## src/rtl/uart_tx_arbiter.sv

```systemverilog
// Round-robin arbiter sharing one UART transmitter among N_REQ byte sources.
// A grant lasts until the message ends, MAX_BURST bytes go out, or the owner runs dry.
module uart_tx_arbiter #(
    parameter int N_REQ     = 4,
    parameter int MAX_BURST = 4
) (
    input  logic               clk,
    input  logic               reset_n,
    input  logic [N_REQ-1:0]   req_valid,
    input  logic [8*N_REQ-1:0] req_data,
    input  logic [N_REQ-1:0]   req_last,
    output logic [N_REQ-1:0]   req_ready,
    output logic [N_REQ-1:0]   grant,
    output logic               tx_start,
    output logic [7:0]         tx_data,
    input  logic               tx_busy,
    input  logic               tx_done,
    output logic               arb_busy
);

    localparam int               OW        = $clog2(N_REQ);
    localparam logic [N_REQ-1:0] ONE_HOT0  = N_REQ'(1);
    localparam logic [3:0]       BURST_LIM = 4'(MAX_BURST);

    typedef enum logic [1:0] {
        IDLE = 2'd0,
        SEND = 2'd1,
        WAIT = 2'd2
    } state_t;

    state_t        state;
    logic [OW-1:0] owner;
    logic [OW-1:0] last_owner;
    logic [OW-1:0] next_owner;
    logic [3:0]    byte_cnt;
    logic          last_q;
    logic [7:0]    owner_byte;

    // Scan from the farthest candidate down so the one closest after last_owner wins.
    always_comb begin
        // NOTE: default assigned first so every path drives next_owner and no latch is inferred.
        next_owner = last_owner;
        for (int k = N_REQ; k >= 1; k--) begin
            if (req_valid[(int'(last_owner) + k) % N_REQ])
                next_owner = OW'((int'(last_owner) + k) % N_REQ);
        end
    end

    assign owner_byte = req_data[int'(owner)*8 +: 8];

    always_ff @(posedge clk) begin
        if (!reset_n) begin
            state      <= IDLE;
            grant      <= '0;
            req_ready  <= '0;
            tx_start   <= 1'b0;
            tx_data    <= 8'h00;
            arb_busy   <= 1'b0;
            byte_cnt   <= '0;
            last_q     <= 1'b0;
            owner      <= '0;
            last_owner <= OW'(N_REQ - 1);
        end else begin
            // NOTE: non-blocking assignments so every register reads the pre-edge state.
            tx_start  <= 1'b0;
            req_ready <= '0;
            case (state)
                IDLE: begin
                    if (|req_valid) begin
                        owner    <= next_owner;
                        grant    <= ONE_HOT0 << next_owner;
                        byte_cnt <= '0;
                        last_q   <= 1'b0;
                        arb_busy <= 1'b1;
                        state    <= SEND;
                    end else begin
                        grant <= '0;
                    end
                end
                SEND: begin
                    if (!req_valid[owner]) begin
                        grant      <= '0;
                        last_owner <= owner;
                        arb_busy   <= 1'b0;
                        state      <= IDLE;
                    end else if (!tx_busy) begin
                        tx_start  <= 1'b1;
                        tx_data   <= owner_byte;
                        req_ready <= ONE_HOT0 << owner;
                        last_q    <= req_last[owner];
                        byte_cnt  <= byte_cnt + 4'd1;
                        state     <= WAIT;
                    end
                end
                WAIT: begin
                    // The owner's inputs are not looked at again until the frame completes.
                    if (tx_done) begin
                        if (!last_q && byte_cnt < BURST_LIM) begin
                            state <= SEND;
                        end else begin
                            grant      <= '0;
                            last_owner <= owner;
                            arb_busy   <= 1'b0;
                            state      <= IDLE;
                        end
                    end
                end
                default: begin
                    grant    <= '0;
                    arb_busy <= 1'b0;
                    state    <= IDLE;
                end
            endcase
        end
    end

endmodule

```

## config.mk

```make
export PLATFORM = sky130hd
export DESIGN_NAME = uart_tx_arbiter
export DESIGN_NICKNAME = d
export VERILOG_FILES = /design/src/rtl/uart_tx_arbiter.sv
export SDC_FILE = /design/constraint.sdc
export NUM_CORES = 1
export LEC_CHECK = 0
export CORE_ASPECT_RATIO = 2
export CORE_MARGIN = 3
export CORE_UTILIZATION = 40
export DETAILED_ROUTE_END_ITERATION = 10
export GPL_TIMING_DRIVEN = 0
export PLACE_DENSITY = 0.84
export SETUP_SLACK_MARGIN = 0.1
export SLEW_MARGIN = 25
export SYNTH_ARGS = -nofsm -noshare
export SYNTH_HDL_FRONTEND = slang
export SYNTH_SLANG_ARGS = --single-unit
```

## constraint.sdc

```tcl
create_clock -name clk -period 2.7 [get_ports clk]
set_clock_uncertainty 0.1 [all_clocks]
set_input_delay 0.81 -clock clk [delete_from_list [all_inputs] [get_ports clk]]
set_output_delay 0.81 -clock clk [all_outputs]
set_load 0.005 [all_outputs]
```

==> metrics.yaml, run 1 <==
synthesis:
  async_flop_share: 0
  synth_mux_area_frac: 0.221
  synth_flop_cell: "dfxtp_1"
  syn_nets: 190
  synth_edf_count: 0
  synth-seq-area-share: 0.388
  synth_cell_type_count: 37
  synthXorXnorAreaFrac: 0.0117
  synth_top_family_by_area: "multiplexers"
  synth-warning-count: 0
  syn_area_mm2: 0.00150
  ys_seq_elements: 29
  synth.avg_cell_area_um2: 10.3
  synth_simple_gate_area_share: 0.149
  netlist_instances: 145
  synthAdderAreaFrac: 0.00836
  synth_compound_area_frac: 0.154
detailed_routing:
  first_pass_iters: 4
  via_per_inst: 5.48
  dr.first_iter.drc_count: 55
  routedWlPerCell_um: 14.3
  ant_nets: 0
  drc: 0
  vias: 1436
  routed_wirelength_um: 3750
clocking:
  cts_buffers: 5
  cts_setup_buffers: 0
  worstSkewPairLatency_ns: 0.28
  htree_num_levels: 2
  clockBufferDepth: 2
  cts_hold_buf: 0
  cts_tree: "done"
  cts.clk_slew.worst_paths_ns: 0.06
  cts_sinks: 29
  cts_root_buf: "clkbuf_8"
placement:
  dpl.cell_count: 254
  hpwl_um: 2990
  place_ws_ns: -0.202
  dpl_cell_area_mm2: 0.00217
  gp_congestion: 0.852
  portBuffers: 61
hold_path:
  hold_path.startpoint: "grant[2]"
  hold_class: "register to register"
grt:
  track_usage: 0.184
  grt-ovfl-total: 0
  grt_pass1_vias: 1484
  grt_pass1_wl_um: 6460
  antenna_found_initial: 0
  grt_max_degree: 11
power_and_ir_drop:
  power_mw: 1.14
  ir_drop_uv: 348
  cellPowerDensity_mw_per_mm2: 507
  p_leak_nw: 0.828
sta:
  fin_crit_ns: 2.51
  hold_viol_final: 0
  max_freq_ghz: 0.399
  grt_setup_unrepaired: "no"
  slew_viol_final: 0
  max_slew_margin: 0.531
  fin_ws_ns: 0.191
  post-route-period-util: 0.929
  fin_setup_tns_ns: 0
  whs_ns: 0.360
  tightest_slew_ns: 0.697
  setup-violations-final: 0
cells_and_area:
  final_cell_mix: "61 x clkdlybuf4s50_1, 29 x dfxtp_1, 14 x nor2_1, 10 x clkbuf_1"
  final_area_mm2: 0.00226
  fin_nets: 258
  final_common_cell: "clkdlybuf4s50_1"
  areaGrowthSynthToFinish_pct: 50.8
  num_antenna_cells: 0
  instances_no_fill: 262
  drive_gt1_frac: 0.0748
  fin_util: 0.646
floorplan:
  fp.dieArea_mm2: 0.00456
  io_pins: 62
  fp.dieW_um: 49.3
  start_util: 0.429
  core_mm2: 0.00349
  num_rows: 30
  die_h_um: 92.5
status:
  status: "completed"
setup_path:
  max_stage_delay_ns: 0.56
  endpoint_kind: "register"
  cp_num_buf_inv: 3
  crit_family: "buffers and inverters"
  cp_slowest_cell: "mux4_2"
  r2r-start: "owner[0]"
  crit_chain: "clkdlybuf4s50_1 > mux4_2 > and3_1 > buf_6 > buf_12 > a32o_1"
  critical_path.startpoint: "req_valid[2]"
  critPathLaunchType: "input port"
  arrival_ns: 2.58
  crit_type: "input port to register"
  required_ns: 2.77
  path_max_fanout: 10
run:
  cap_violations: 0
## worst paths after layout
check                endpoint  slack [ns]  cells past startpoint
setup reg to reg  byte_cnt[1]        0.73                      6
hold / removal       grant[2]        0.36                      2
setup / recovery  byte_cnt[1]        0.19                      6
hold reg to reg      grant[2]        0.36                      2
## synthesized netlist by cell type, types with 2 or more instances
cell | number | area (µm²)
inv_1 | 9 | 33.8
nand2_1 | 6 | 22.5
clkbuf_1 | 7 | 26.3
nand2b_1 | 3 | 18.8
o22ai_1 | 3 | 18.8
a21oi_1 | 4 | 20.0
xor2_1 | 2 | 17.5
nand4_1 | 3 | 18.8
nor2b_1 | 3 | 18.8
and3_1 | 2 | 12.5
a32o_1 | 2 | 20.0
o32ai_1 | 4 | 35.0
nor3_1 | 3 | 15.0
buf_6 | 2 | 22.5
o21ai_0 | 6 | 30.0
mux4_1 | 4 | 105
mux4_2 | 6 | 135
dfxtp_1 | 29 | 581
nor3b_1 | 4 | 30.0
nor2_1 | 14 | 52.6
mux2i_1 | 9 | 90.1
o211ai_1 | 4 | 30.0
o31ai_1 | 2 | 15.0
## layout make-up
| cell class | count | area, µm² |
|---|---|---|
| inverter | 9 | 33.8 |
| sequential | 29 | 581 |
| clock buffer | 8 | 80.1 |
| timing repair buffer | 61 | 611 |
| buffer | 10 | 68.8 |
| multi-input combinational | 97 | 822 |
| tap | 48 | 60.1 |
| fill | 299 | 1230 |
## timing repair
item,4_1_cts,5_1_grt
pin swaps,0,0
hold endpoints to repair,0,0
endpoints found under the setup margin,1,4
resized for setup,1,2
## power by group
group	leakage, nW	switching, mW	internal [mW]
clock	0.0395	0.151	0.182
sequential	0.236	0.0183	0.460
combinational	0.552	0.138	0.194
## worst min-delay path: cells and delay by family, from the launching register on
kind            cells  cell delay (ns)
compound gates      1             0.05
buf+inv             1             0.05
flops               1             0.31
## sequential cells by signal, indices dropped and copies added, names as in the netlist
register    count
owner           2
byte_cnt        4
grant           4
state           2
last_q          1
tx_start        1
last_owner      2
req_ready       4
tx_data         8
arb_busy        1
## per-layer routing
layer	routed length, µm	vias to the layer above	part of all wire	track usage
li1	-	682	-	-
met1	1230	688	0.33	0.176
met2	2190	55	0.58	0.346
met3	211	11	0.056	0.0386
met4	126	0	0.034	0.105
met5	0	-	0	0
## cells by family (layout without fill, tap and decap cells)
logic type | after synthesis | count (layout)
multiplexers | 19 | 19
AO/OA/AOI/OAI | 32 | 32
adder cells (fa/ha/maj) | 1 | 1
flip-flops | 29 | 29
AND/OR/NAND/NOR | 43 | 43
buffers and inverters | 19 | 88
XOR/XNOR | 2 | 2
Note: power is estimated with default switching activity, not from simulation.
==> run 2: changes to the inputs <==
DONT_BUFFER_PORTS = 1   (was default)
PLACE_DENSITY = 0.62   (was 0.84)
SETUP_SLACK_MARGIN = default   (was 0.1)
==> run 2 against run 1 <==
  * Fmax increased by 20%
  * Sequential share of layout area up 9.6 points
  * Global-route usage is 2.4 points lower
  * Core utilization is 18 points lower
  * First-iteration DRC count shrank 56%
  * Highest routed layer unchanged
  * Combinational power down 32%
  * Via count down 18%
  * Critical path depth decreased by 2
  * Count of clock-buffer cells in the layout down 1
  * Critical path type unchanged
==> metrics.yaml, run 2 (synthesized netlist as in run 1, its figures left out) <==
cells_and_area:
  fin_util: 0.471  # -0.176
  num_antenna_cells: 0  # unchanged
  fillers: 327  # +9.4%
  largest_reg_flops: 8  # unchanged
  multiInputGateArea_um2: 813  # -1.1%
  areaGrowthSynthToFinish_pct: 9.78
  seq_area_um2: 581  # unchanged
  fin_nets: 197  # -24%
  final_common_cell: "dfxtp_1"
  drive_gt1_frac: 0.0987  # +0.0239
  final_cell_mix: "29 x dfxtp_1, 14 x nor2_1, 9 x inv_1, 9 x mux2i_1, 8 x clkbuf_1"
  top_register: "tx_data"
clocking:
  cts_sinks: 29  # unchanged
  cts_root_buf: "clkbuf_8"
  clockBufferDepth: 2  # unchanged
  cts.clk_slew.worst_paths_ns: 0.06  # about the same
  cts-resized-gates: 0  # -1
  worstSkewPairLatency_ns: 0.27  # about the same
  cts_hold_buf: 0  # unchanged
  cts_setup_buffers: 0  # unchanged
  htree_num_levels: 2  # unchanged
  cts_buffers: 5  # unchanged
  cts_tree: "done"
run:
  cap_violations: 0  # unchanged
sta:
  slew_viol_final: 0  # unchanged
  grt_setup_unrepaired: "no"
  tightest_slew_ns: 0.760  # +0.0630 ns
  max_slew_margin: 0.489  # -0.0416
  max_freq_ghz: 0.479  # +20%
  whs_ns: 0.380  # +0.0193 ns
  fin_setup_tns_ns: 0  # unchanged
  hold_viol_final: 0  # unchanged
  fin_crit_ns: 2.09  # -0.420 ns
  setup-violations-final: 0  # unchanged
  post-route-period-util: 0.774  # -0.156
setup_path:
  crit_family: "compound AO/OA/AOI/OAI gates"
  crit_chain: "mux4_2 > and2_1 > o21ai_0 > o32ai_1"
  endpoint_kind: "register"
  arrival_ns: 2.12  # -0.46 ns
  cp_num_buf_inv: 0  # -3
  critPathLaunchType: "input port"
  required_ns: 2.73  # -0.04 ns
  max_stage_delay_ns: 0.52  # -0.04 ns
  path_max_fanout: 6  # -4
  crit_type: "input port to register"
  cp_slowest_cell: "mux4_2"
power_and_ir_drop:
  cellPowerDensity_mw_per_mm2: 645  # +27%
  ir_drop_uv: 402  # +16%
  p_leak_nw: 0.601  # -27%
placement:
  gp_congestion: 0.845  # -0.85%
  hpwl_um: 2710  # -9.3%
  portBuffers: 0  # -100%
hold_path:
  hold_class: "register to register"
detailed_routing:
  drc: 0  # unchanged
  routed_wirelength_um: 3460  # -7.8%
  routedWlPerCell_um: 17.3  # +21%
  via_per_inst: 5.92  # +8.0%
  first_pass_iters: 4  # unchanged
  ant_nets: 0  # unchanged
  vias: 1184  # -18%
  dr.first_iter.drc_count: 24  # -56%
grt:
  grt_pass1_vias: 1145  # -23%
  grt_max_degree: 11  # unchanged
  antenna_found_initial: 0  # unchanged
  track_usage: 0.160  # -0.0236
  grt_pass1_wl_um: 5490  # -15%
  grt-ovfl-total: 0  # unchanged
floorplan:
  start_util: 0.429  # unchanged
  fp.dieArea_mm2: 0.00456  # unchanged
  fp.dieW_um: 49.3  # unchanged
  num_rows: 30  # unchanged
  die_h_um: 92.5  # unchanged
  core_mm2: 0.00349  # unchanged
  io_pins: 62  # unchanged
status:
  status: "completed"
run 2: changes by cell type in the layout (fill, tap and decap cells not counted):
cell	change
clkdlybuf4s50_1	-61
clkbuf_1	-2
clkbuf_8	+1
nor3_1	+1
nor3_2	-1
o21ai_0	+1
o21ai_2	-1
run 2: worst register-to-register path, stage by stage (launching register included):
cell	delay [ns]
dfxtp_1	0.31
clkbuf_1	0.30
mux4_2	0.43
and2_1	0.20
o21ai_0	0.42
o32ai_1	0.17
run 2: layout make-up:
class	count	share of cell area
plain buffers	10	0.0419
clock buffers	7	0.0526
inverters	9	0.0206
multi-input cells	97	0.495
flip-flops and latches	29	0.353
well taps	48	0.0366
run 2: metrics by stage:
step	std cells	setup WS [ns]	area, µm²	total power [mW]
2_1_floorplan	145	0.492	1500	0.675
3_3_place_gp	193	0.372	1560	0.713
3_5_place_dp	193	0.323	1560	0.719
4_1_cts	200	0.598	1640	1.08
5_1_grt	200	0.471	1640	1.12
6_report	200	0.611	1640	1.06
run 2: per-layer routing:
metal  up-vias  part of all wire  global-route usage
met5         -                 0                   0
met4         0             0.031               0.105
met3        11             0.095              0.0725
met2        61              0.51               0.257
met1       553              0.36               0.164
li1        559                 -                   -
run 2: path summary, 6_finish.rpt:
kind / from / to / slack [ns] / cells past startpoint
setup / recovery: req_valid[3] / grant[2] / 0.61 / 4
hold / removal: grant[1] / grant[1] / 0.38 / 2
setup reg to reg: owner[1] / grant[2] / 0.63 / 5
hold reg to reg: grant[1] / grant[1] / 0.38 / 2
run 2: power breakdown:
part / internal (mW) / switching [mW] / total [mW]
combinational: 0.112 / 0.114 / 0.226
clock: 0.202 / 0.149 / 0.351
sequential: 0.460 / 0.0228 / 0.482
total: 0.773 / 0.286 / 1.06
==> run 3: changes to the inputs <==
clock period = 2.2 ns   (was 2.7 ns; I/O delays follow)
==> run 3 against run 2 <==
  * Wire length barely moved
  * Global-route usage did not move
  * Sequential share of layout area did not move
  * Cell area did not move
  * Largest cell class unchanged
==> metrics.yaml, run 3 (synthesized netlist as in run 1, its figures left out) <==
clocking:
  clockBufferDepth: 2  # unchanged
  cts_buffers: 5  # unchanged
  cts_sinks: 29  # unchanged
  cts_root_buf: "clkbuf_8"
  htree_num_levels: 2  # unchanged
  cts_setup_buffers: 0  # unchanged
  worstSkewPairLatency_ns: 0.27  # about the same
  cts_tree: "done"
  cts.clk_slew.worst_paths_ns: 0.06  # about the same
power_and_ir_drop:
  power_mw: 1.30  # +23%
  p_leak_nw: 0.601  # about the same
  ir_drop_uv: 494  # +23%
  cellPowerDensity_mw_per_mm2: 792  # +23%
status:
  status: "completed"
sta:
  slew_viol_final: 0  # unchanged
  grt_setup_unrepaired: "no"
  post-route-period-util: 0.903
  max_slew_margin: 0.489  # unchanged
  max_freq_ghz: 0.504
  whs_ns: 0.380  # unchanged
  setup-violations-final: 0  # unchanged
  hold_viol_final: 0  # unchanged
  tightest_slew_ns: 0.760  # unchanged
  fin_crit_ns: 1.99
hold_path:
  hold_class: "register to register"
  hold_path_depth: 2  # unchanged
  hold_path.startpoint: "grant[1]"
  min_to: "grant[1]"
cells_and_area:
  fin_nets: 197  # unchanged
  largest_reg_flops: 8  # unchanged
  final_cell_mix: "29 x dfxtp_1, 14 x nor2_1, 9 x inv_1, 9 x mux2i_1, 8 x clkbuf_1"
  top_register: "tx_data"
  final_common_cell: "dfxtp_1"
  num_antenna_cells: 0  # unchanged
  drive_gt1_frac: 0.0987  # unchanged
  fin_util: 0.471  # unchanged
  areaGrowthSynthToFinish_pct: 9.78  # unchanged
detailed_routing:
  routedWlPerCell_um: 17.3  # about the same
  vias: 1184  # unchanged
  routed_wirelength_um: 3460  # about the same
  dr.first_iter.drc_count: 24  # unchanged
  via_per_inst: 5.92  # unchanged
  ant_nets: 0  # unchanged
  drc: 0  # unchanged
  first_pass_iters: 4  # unchanged
setup_path:
  r2r-start: "owner[1]"
  arrival_ns: 2.05  # -0.07 ns
  rr_endpoint: "byte_cnt[1]"
  rr_worst_depth: 6  # +1
  endpoint_kind: "register"
  critPathLaunchType: "register"
  path_max_fanout: 10  # +4
  crit_type: "register to register"
  reg2reg_slack_ns: 0.21  # -0.42 ns
  required_ns: 2.27  # -0.46 ns
grt:
  grt_pass1_wl_um: 5490  # unchanged
  grt_use_met2: 0.257  # unchanged
  grt-ovfl-total: 0  # unchanged
  grt.busiest_layer: "met2"
  grt_max_degree: 11  # unchanged
  use_met3: 0.0725  # unchanged
  grt_use_met1: 0.164  # unchanged
  grt_pass1_vias: 1145  # unchanged
  track_usage: 0.160  # unchanged
  antenna_found_initial: 0  # unchanged
floorplan:
  core_mm2: 0.00349  # unchanged
  num_rows: 30  # unchanged
  die_h_um: 92.5  # unchanged
  fp.dieW_um: 49.3  # unchanged
  start_util: 0.429  # unchanged
  fp.dieArea_mm2: 0.00456  # unchanged
  io_pins: 62  # unchanged
placement:
  gp_congestion: 0.845  # unchanged
  hpwl_um: 2710  # unchanged
  portBuffers: 0  # unchanged
run:
  cap_violations: 0  # unchanged
==> run 3: worst max-delay path by stage <==
stage / startpoint / endpoint / slack (ns) / depth (start not counted)
CTS: owner[1] / grant[3] / 0.1 / 5
floorplan: req_valid[3] / byte_cnt[1] / 0.14 / 5
detailed placement: req_valid[3] / grant[3] / -0.03 / 4
finish: owner[1] / byte_cnt[1] / 0.21 / 6
global placement: req_valid[3] / grant[2] / 0.02 / 4
global route: owner[1] / tx_data[5] / 0.07 / 7
==> run 3: power breakdown <==
| part | leakage (nW) | internal (mW) | switching (mW) |
|---|---|---|---|
| sequential | 0.236 | 0.564 | 0.0279 |
| combinational | 0.320 | 0.138 | 0.140 |
| clock | 0.0443 | 0.247 | 0.183 |
==> run 3: worst max-delay path, stage by stage (launching register included) <==
cell	delay, ns
dfxtp_1	0.31
clkbuf_1	0.30
mux4_2	0.43
and3_1	0.21
buf_6	0.13
buf_12	0.14
a32o_1	0.25
==> run 3: area by class of cell <==
| cell class | instances | area [µm²] |
|---|---|---|
| fillers | 327 | 1850 |
| multi-input cells | 97 | 813 |
| flip-flops and latches | 29 | 581 |
| clock buffers | 7 | 86.3 |
| plain buffers | 10 | 68.8 |
| well taps | 48 | 60.1 |
| inverters | 9 | 33.8 |
==> run 3: metrics by stage <==
step | setup WS, ns | std cells | TNS, ns | instance area (µm²)
6_report | 0.214 | 200 | 0 | 1640
5_1_grt | 0.0718 | 200 | 0 | 1640
4_1_cts | 0.0978 | 200 | 0 | 1640
3_5_place_dp | -0.0273 | 193 | -0.0613 | 1560
3_3_place_gp | 0.0217 | 193 | 0 | 1560
2_1_floorplan | 0.142 | 145 | 0 | 1500
==> run 3: what timing repair did <==
| item | CTS | global route |
|---|---|---|
| resized for setup | 0 | 1 |
| hold buffers | 0 | 0 |
| setup endpoints to repair | 0 | 4 |
==> run 3: per-layer routing <==
metal  part of all wire  vias up
met2               0.51       61
met3              0.095       11
met4              0.031        0
met1               0.36      553
met5                  0        -
li1                   -      559
